===== config.mk =====
export PLATFORM = sky130hd
export DESIGN_NAME = ldm_axi_stream_mover
export DESIGN_NICKNAME = d
export VERILOG_FILES = /design/src/rtl/ldm_axi_stream_mover.sv
export SDC_FILE = /design/constraint.sdc
export NUM_CORES = 1
export LEC_CHECK = 0
export ABC_AREA = 1
export CAP_MARGIN = 25
export CORE_AREA = 3 3 118 120
export CTS_CLUSTER_SIZE = 12
export DETAILED_ROUTE_END_ITERATION = 6
export DIE_AREA = 0 0 121 123
export HOLD_SLACK_MARGIN = 0.06
export PLACE_DENSITY = 0.82
export SLEW_MARGIN = 15
export SYNTH_ARGS = -nofsm -noshare
export SYNTH_HDL_FRONTEND = slang
export SYNTH_SLANG_ARGS = --single-unit
export TNS_END_PERCENT = 20

===== constraint.sdc =====
create_clock -name CLK -period 3.6 [get_ports CLK]
set_clock_uncertainty 0.15 [all_clocks]
set_input_delay 0.72 -clock CLK [delete_from_list [all_inputs] [get_ports CLK]]
set_output_delay 0.72 -clock CLK [all_outputs]
set_load 0.03 [all_outputs]

===== src/rtl/ldm_axi_stream_mover.sv =====
// ldm_axi_stream_mover
//
// Purpose: bus-side initiator for the LSU AXI_LDM port A. It accepts one command
// (base address, word count, direction) and then either writes a valid/ready
// input stream into the banked LDM or reads LDM words back out as a valid/ready
// output stream. It is used to load feature maps and weights before each layer.
//
// Ports:
//   CLK, RST                     clock, asynchronous active-low reset
//   cmd_valid_in / cmd_ready_out command handshake (ready only while idle)
//   cmd_rd_in                    1 = LDM -> stream, 0 = stream -> LDM
//   cmd_addr_in                  start address {bank, word}
//   cmd_len_in                   word count, 0 .. 2^ADDR_W
//   s_data_in/s_valid_in/s_ready_out    write stream
//   m_data_out/m_valid_out/m_ready_in   read stream, m_last_out on final word
//   AXI_LDM_*                    registered port A to the LSU (douta 1 cycle after ena)
//   busy_out                     command in progress, port A is owned by this block
//   done_out                     one-cycle pulse when a command completes
module ldm_axi_stream_mover #(
   parameter int DATA_WIDTH   = 16,
   parameter int LDM_NUM_BITS = 2,
   parameter int LDM_AD_WIDTH = 6,
   parameter int RD_BUF_DEPTH = 4
) (
   input  logic                                  CLK,
   input  logic                                  RST,
   input  logic                                  cmd_valid_in,
   output logic                                  cmd_ready_out,
   input  logic                                  cmd_rd_in,
   input  logic [LDM_NUM_BITS+LDM_AD_WIDTH-1:0]  cmd_addr_in,
   input  logic [LDM_NUM_BITS+LDM_AD_WIDTH:0]    cmd_len_in,
   input  logic [DATA_WIDTH-1:0]                 s_data_in,
   input  logic                                  s_valid_in,
   output logic                                  s_ready_out,
   output logic [DATA_WIDTH-1:0]                 m_data_out,
   output logic                                  m_valid_out,
   input  logic                                  m_ready_in,
   output logic                                  m_last_out,
   output logic [LDM_NUM_BITS+LDM_AD_WIDTH-1:0]  AXI_LDM_addra_out,
   output logic [DATA_WIDTH-1:0]                 AXI_LDM_dina_out,
   output logic                                  AXI_LDM_ena_out,
   output logic                                  AXI_LDM_wea_out,
   input  logic [DATA_WIDTH-1:0]                 AXI_LDM_douta_in,
   output logic                                  busy_out,
   output logic                                  done_out
);

   localparam int ADDR_W = LDM_NUM_BITS + LDM_AD_WIDTH;
   localparam int PTR_W  = $clog2(RD_BUF_DEPTH);
   localparam int CNT_W  = PTR_W + 1;

   localparam logic [1:0] IDLE = 2'd0;
   localparam logic [1:0] WR   = 2'd1;
   localparam logic [1:0] RD   = 2'd2;
   localparam logic [1:0] DONE = 2'd3;

   localparam logic [ADDR_W:0]  LEN_ONE  = (ADDR_W+1)'(1);
   localparam logic [CNT_W:0]   OCC_FULL = (CNT_W+1)'(RD_BUF_DEPTH);
   localparam logic [CNT_W-1:0] CNT_ONE  = CNT_W'(1);
   localparam logic [PTR_W-1:0] PTR_ONE  = PTR_W'(1);

   logic [1:0]            state_reg;
   logic [ADDR_W-1:0]     base_reg;
   logic [ADDR_W:0]       len_reg;
   logic [ADDR_W:0]       cnt_reg;      // words accepted (WR) or reads issued (RD)
   logic [ADDR_W:0]       popped_reg;   // words handed out on the read stream
   logic [ADDR_W-1:0]     addra_reg;
   logic [DATA_WIDTH-1:0] dina_reg;
   logic                  ena_reg;
   logic                  wea_reg;
   logic                  cap_valid_reg; // douta_in carries read data this cycle

   logic [DATA_WIDTH-1:0] buf_mem [RD_BUF_DEPTH];
   logic [PTR_W-1:0]      wr_ptr_reg;
   logic [PTR_W-1:0]      rd_ptr_reg;
   logic [CNT_W-1:0]      buf_count_reg;

   logic                  cmd_fire;
   logic                  s_fire;
   logic                  pop;
   logic                  rd_issue;
   logic [CNT_W:0]        occ;

   assign cmd_ready_out = (state_reg == IDLE);
   assign cmd_fire      = cmd_valid_in && cmd_ready_out;
   assign s_ready_out   = (state_reg == WR) && (cnt_reg < len_reg);
   assign s_fire        = s_ready_out && s_valid_in;

   assign m_valid_out   = (buf_count_reg != '0);
   assign m_data_out    = m_valid_out ? buf_mem[rd_ptr_reg] : '0;
   assign m_last_out    = m_valid_out && (popped_reg == (len_reg - LEN_ONE));
   assign pop           = m_valid_out && m_ready_in;

   // Every read that has been issued but not yet popped needs a buffer slot:
   // the one on the port now, the one returning on douta, and the buffered ones.
   // A pop in the same cycle is not credited, which keeps the check simple and
   // still allows one word per cycle with a 4-entry buffer.
   assign occ      = {1'b0, buf_count_reg}
                   + (CNT_W+1)'(ena_reg && !wea_reg)
                   + (CNT_W+1)'(cap_valid_reg);
   assign rd_issue = (state_reg == RD) && (cnt_reg < len_reg) && (occ < OCC_FULL);

   assign AXI_LDM_addra_out = addra_reg;
   assign AXI_LDM_dina_out  = dina_reg;
   assign AXI_LDM_ena_out   = ena_reg;
   assign AXI_LDM_wea_out   = wea_reg;
   assign busy_out          = (state_reg != IDLE);
   assign done_out          = (state_reg == DONE);

   always_ff @(posedge CLK or negedge RST) begin
      if (!RST) begin
         state_reg     <= IDLE;
         base_reg      <= '0;
         len_reg       <= '0;
         cnt_reg       <= '0;
         popped_reg    <= '0;
         addra_reg     <= '0;
         dina_reg      <= '0;
         ena_reg       <= 1'b0;
         wea_reg       <= 1'b0;
         cap_valid_reg <= 1'b0;
         wr_ptr_reg    <= '0;
         rd_ptr_reg    <= '0;
         buf_count_reg <= '0;
      end else begin
         ena_reg       <= 1'b0;
         wea_reg       <= 1'b0;
         cap_valid_reg <= ena_reg && !wea_reg;

         case (state_reg)
            IDLE: begin
               if (cmd_fire) begin
                  base_reg   <= cmd_addr_in;
                  len_reg    <= cmd_len_in;
                  popped_reg <= '0;
                  cnt_reg    <= '0;
                  if (cmd_len_in == '0) begin
                     state_reg <= DONE;
                  end else if (cmd_rd_in) begin
                     // The first read is issued together with the command
                     // so the first word reaches the stream two cycles into RD.
                     state_reg <= RD;
                     ena_reg   <= 1'b1;
                     addra_reg <= cmd_addr_in;
                     cnt_reg   <= LEN_ONE;
                  end else begin
                     state_reg <= WR;
                  end
               end
            end
            WR: begin
               if (s_fire) begin
                  ena_reg   <= 1'b1;
                  wea_reg   <= 1'b1;
                  addra_reg <= base_reg + cnt_reg[ADDR_W-1:0];
                  dina_reg  <= s_data_in;
                  cnt_reg   <= cnt_reg + LEN_ONE;
                  if ((cnt_reg + LEN_ONE) == len_reg) begin
                     state_reg <= DONE;
                  end
               end
            end
            RD: begin
               if (rd_issue) begin
                  ena_reg   <= 1'b1;
                  addra_reg <= base_reg + cnt_reg[ADDR_W-1:0];
                  cnt_reg   <= cnt_reg + LEN_ONE;
               end
               if (pop) begin
                  popped_reg <= popped_reg + LEN_ONE;
                  if ((popped_reg + LEN_ONE) == len_reg) begin
                     state_reg <= DONE;
                  end
               end
            end
            DONE: begin
               state_reg <= IDLE;
            end
            default: begin
               state_reg <= IDLE;
            end
         endcase

         if (cap_valid_reg) begin
            wr_ptr_reg <= wr_ptr_reg + PTR_ONE;
         end
         if (pop) begin
            rd_ptr_reg <= rd_ptr_reg + PTR_ONE;
         end
         case ({cap_valid_reg, pop})
            2'b10:   buf_count_reg <= buf_count_reg + CNT_ONE;
            2'b01:   buf_count_reg <= buf_count_reg - CNT_ONE;
            default: buf_count_reg <= buf_count_reg;
         endcase
      end
   end

   // Buffer storage needs no reset: pointers and count are cleared and the
   // output data is forced to zero while the buffer is empty.
   always_ff @(posedge CLK) begin
      if (cap_valid_reg) begin
         buf_mem[wr_ptr_reg] <= AXI_LDM_douta_in;
      end
   end

endmodule

==> metrics.log <==
INFO  metric syn_inst = between 700 and 800
INFO  metric floorplan.die.height = ~120 um
INFO  metric grt_overflow = 0
INFO  metric tritoncts_num_sinks = 135
INFO  metric globalRouteTotalUtil = 0.219
INFO  metric min-delay-path-class = primary input to async pin
INFO  metric final.fill_count = slightly below 1000
INFO  metric port-buffer-count = just over 100
INFO  metric antenna-diode-count = 0
INFO  metric worst-r2r-cell-count = 14
INFO  metric drt-initial-drc-count = about 390
INFO  metric finalCriticalPeriod = 3.39 ns
INFO  metric worst_ep_required_time = around 2.7 ns
INFO  metric detail-route-antenna-nets = 0
INFO  metric upper_clock_frequency_limit = roughly 0.29 GHz
INFO  metric first_pass_grt_wire_length = about 25000 um
INFO  metric firstDrtPassIters = 5
INFO  metric area_inside_the_core_boundary = ~13000 sq um
INFO  metric clock_tree_from_tritoncts = yes
INFO  metric timing_worst_slew_pin_value = between 0.9 and 1 ns
INFO  metric p_leak = ~3.9 nW
INFO  metric worstSkewPairLatency = between 0.4 and 0.5 ns
INFO  metric cts.root.buffer_cell = clkbuf_16
INFO  metric crit_type = flop to primary output
INFO  metric layout-drive-gt1-share = 0.0895
INFO  metric reg2reg_setup_slack = between 0.8 and 0.9 ns
INFO  metric io_pins = just over 100
INFO  metric final_wirelength = ~16000 um
INFO  metric number_of_cell_rows = between 40 and 50
INFO  metric vias_per_cell = 5.21
INFO  metric total_setup_buffers_inserted_after_cts = 0
INFO  metric result_of_the_run = finished clean
INFO  metric number_of_antenna_violations_at_the_first_check_in_global_routing = 0
INFO  metric hpwl = between 10000 and 15000 um
INFO  metric netlist_area = 7070 sq um
INFO  metric start_util = 0.540
INFO  metric critical_path.max_stage_delay = 0.71 ns
INFO  metric area_growth = 24.6%
INFO  metric chain_of_cells_forming_the_critical_path = buf_6, nor2_1, nor2_1, o21ai_0, a21oi_1, clkdlybuf4s50_1
INFO  metric final-setup-viol-count = 0
INFO  metric largest-register = buf_mem
INFO  metric reg2reg_from = len_reg[2]
INFO  metric synthDistinctLibCells = 38
INFO  metric count_of_yosys_warnings_during_synthesis = 0
INFO  metric worstReg2RegEnd = AXI_LDM_addra_out[6]
INFO  metric final_hold_viol_count = 0
INFO  metric start_kind = flop
INFO  metric sequential_cell_area = between 3000 and 4000 sq um
INFO  metric grt_setup_unrepaired = no
INFO  metric dieWidth = approximately 120 um
INFO  metric routed_wire_length_per_instance = around 14 um
INFO  metric area_of_the_multi_input_gates = about 3000 sq um
INFO  metric slew-limit-headroom = 0.390
INFO  metric dr_total_vias = between 5000 and 6000
INFO  metric final_min_period_over_clock_period = 0.942
INFO  metric clkSlewWorstSetupHoldPaths = about 0.06 ns
INFO  metric design.die.area = 14900 sq um
INFO  metric path_common_cell = nor2_1
INFO  metric largest_register_ffs = 64
INFO  metric cts.hold.buffers_added = 0
INFO  metric max_cap_viol_count = 0
INFO  metric cts-htree-levels = 4
INFO  metric fin_tns_setup = 0 ns
INFO  metric critical-path-slowest-cell = clkdlybuf4s50_1
INFO  metric finish.net_count = ~1000
INFO  metric report.final.slew_viol_count = 0
INFO  metric crit_arrival = between 2 and 3 ns
INFO  metric post-route-drc-count = 0
INFO  metric finalWeightedCongestion = about 0.89
INFO  metric vdd_drop_max = 0.000676 V
INFO  metric final_total_pwr = a little under 8 mW
INFO  metric average_cell_area_after_synthesis = slightly below 9 sq um
INFO  metric power-per-cell-area = 883 nW/um^2
INFO  metric timing.critical_path.to_type = primary output
INFO  metric cts-buffers-inserted = 17
INFO  metric cts-root-to-sink-buffers = 2
INFO  metric path_max_fanout = 25
INFO  metric synth_nets = roughly 900
INFO  metric grt_start_max_net_pins = slightly above 70
INFO  metric number_of_global_route_vias_before_repair = between 5000 and 6000
INFO  metric synthesized_flop_and_latch_total = ~140
INFO  metric synth_sequential_area_ratio = 0.523
==> layout make-up <==
cell class | instances | area share
flip-flops and latches | 135 | 0.420
multi-input cells | 563 | 0.337
repair buffers | 108 | 0.121
clock buffers | 17 | 0.0483
inverters | 78 | 0.0332
well taps | 176 | 0.0250
clock inverters | 15 | 0.0152
==> routing by layer <==
layer,up-vias,GRT usage,share of wire
met2,162,0.363,0.49
li1,2865,-,-
met4,0,0.0715,0.012
met5,-,0,0
met3,20,0.0604,0.061
met1,2640,0.280,0.44
==> worst max-delay path by stage <==
stage,startpoint,cells past startpoint,endpoint
after CTS,len_reg[2],10,s_ready_out
after detailed placement,len_reg[1],12,m_last_out
after floorplan,len_reg[1],11,m_last_out
after global routing,len_reg[1],12,m_last_out
final,rd_ptr_reg[0],6,m_data_out[5]
after global placement,len_reg[1],12,m_last_out
==> layout by cell type, fill, tap and decap left out, types with 5 or more instances in the layout <==
| master | Yosys | final |
|---|---|---|
| buf_4 | 2 | 6 |
| clkbuf_16 | 0 | 17 |
| nand2_2 | 6 | 6 |
| inv_8 | 0 | 5 |
| ha_1 | 30 | 30 |
| inv_6 | 0 | 5 |
| nand3_1 | 41 | 41 |
| o21ai_1 | 6 | 6 |
| edfxtp_1 | 64 | 64 |
| nor2_1 | 109 | 109 |
| o21ai_2 | 7 | 7 |
| xor2_1 | 13 | 13 |
| nor2_4 | 6 | 6 |
| nand2_1 | 188 | 188 |
| inv_1 | 74 | 74 |
| o22ai_1 | 8 | 8 |
| nand4_1 | 16 | 16 |
| dfrtp_1 | 71 | 71 |
| a21oi_1 | 36 | 36 |
| o21ai_0 | 57 | 57 |
| clkdlybuf4s50_1 | 0 | 99 |
==> cell families after synthesis <==
family                     synth area share
xor gates and xnor gates             0.0211
AOI/OAI and AO/OA                    0.0977
buffers and inverters                0.0564
adders and majority gates            0.0587
DFF                                   0.523
and+or+nand+nor                       0.237
muxes                               0.00637
==> synthesized netlist by cell type <==
cell type | n | area [sq um]
nand2_1 | 188 | 706
nor2_1 | 109 | 409
inv_1 | 74 | 278
dfrtp_1 | 71 | 1780
edfxtp_1 | 64 | 1920
o21ai_0 | 57 | 285
nand3_1 | 41 | 205
a21oi_1 | 36 | 180
ha_1 | 30 | 375
nand4_1 | 16 | 100
clkbuf_1 | 14 | 52.6
xor2_1 | 13 | 114
o22ai_1 | 8 | 50.1
o21ai_2 | 7 | 61.3
nand2_2 | 6 | 37.5
nor2_4 | 6 | 67.6
o21ai_1 | 6 | 30.0
a21o_1 | 4 | 30.0
buf_2 | 4 | 20.0
inv_2 | 4 | 15.0
mux2_2 | 4 | 45.0
nand3_2 | 4 | 40.0
nor2_2 | 4 | 25.0
xnor2_1 | 4 | 35.0
a31o_2 | 3 | 26.3
nor3_1 | 3 | 15.0
or2_2 | 3 | 18.8
a31oi_1 | 2 | 12.5
buf_1 | 2 | 7.51
buf_4 | 2 | 15.0
fa_1 | 2 | 40.0
nor3_2 | 2 | 20.0
and2_1 | 1 | 6.26
buf_6 | 1 | 11.3
nand3b_1 | 1 | 7.51
nor3_4 | 1 | 16.3
o211ai_1 | 1 | 7.51
o21a_1 | 1 | 7.51
==> through the flow <==
| stage | area [sq um] | cells | utilization | worst slack (ns) | hold slack, ns |
|---|---|---|---|---|---|
| 4_1_cts | 8810 | 1092 | 0.673 | 0.102 | 0.297 |
| 3_3_place_gp | 8250 | 1060 | 0.630 | 0.473 | 0.289 |
| 3_5_place_dp | 8250 | 1060 | 0.630 | 0.388 | 0.293 |
| 2_1_floorplan | 7070 | 799 | - | 0.977 | 0.274 |
| 6_report | 8810 | 1092 | 0.674 | 0.208 | 0.289 |
| 5_1_grt | 8810 | 1092 | 0.674 | 0.00774 | 0.321 |
==> worst max-delay path: cells and delay by family, from the launching register on <==
kind / cells / cell delay [ns]
AOI/OAI and AO/OA: 2 / 0.36
buffers and inverters: 2 / 0.98
DFF: 1 / 0.54
and+or+nand+nor: 2 / 0.22
==> power breakdown <==
| group | switching, mW | internal, mW | leakage (nW) | total [mW] |
|---|---|---|---|---|
| combinational | 2.36 | 1.41 | 2.14 | 3.77 |
| clock | 0.726 | 0.910 | 0.265 | 1.64 |
| sequential | 0.307 | 2.06 | 1.47 | 2.37 |
| total | 3.39 | 4.38 | 3.88 | 7.78 |
==> repair_timing <==
item	4_1_cts	5_1_grt
resized for setup	1	2
endpoints found under the setup margin	1	2
endpoints found under the hold margin	0	0
No activity file was read; power rests on OpenSTA's default activity.
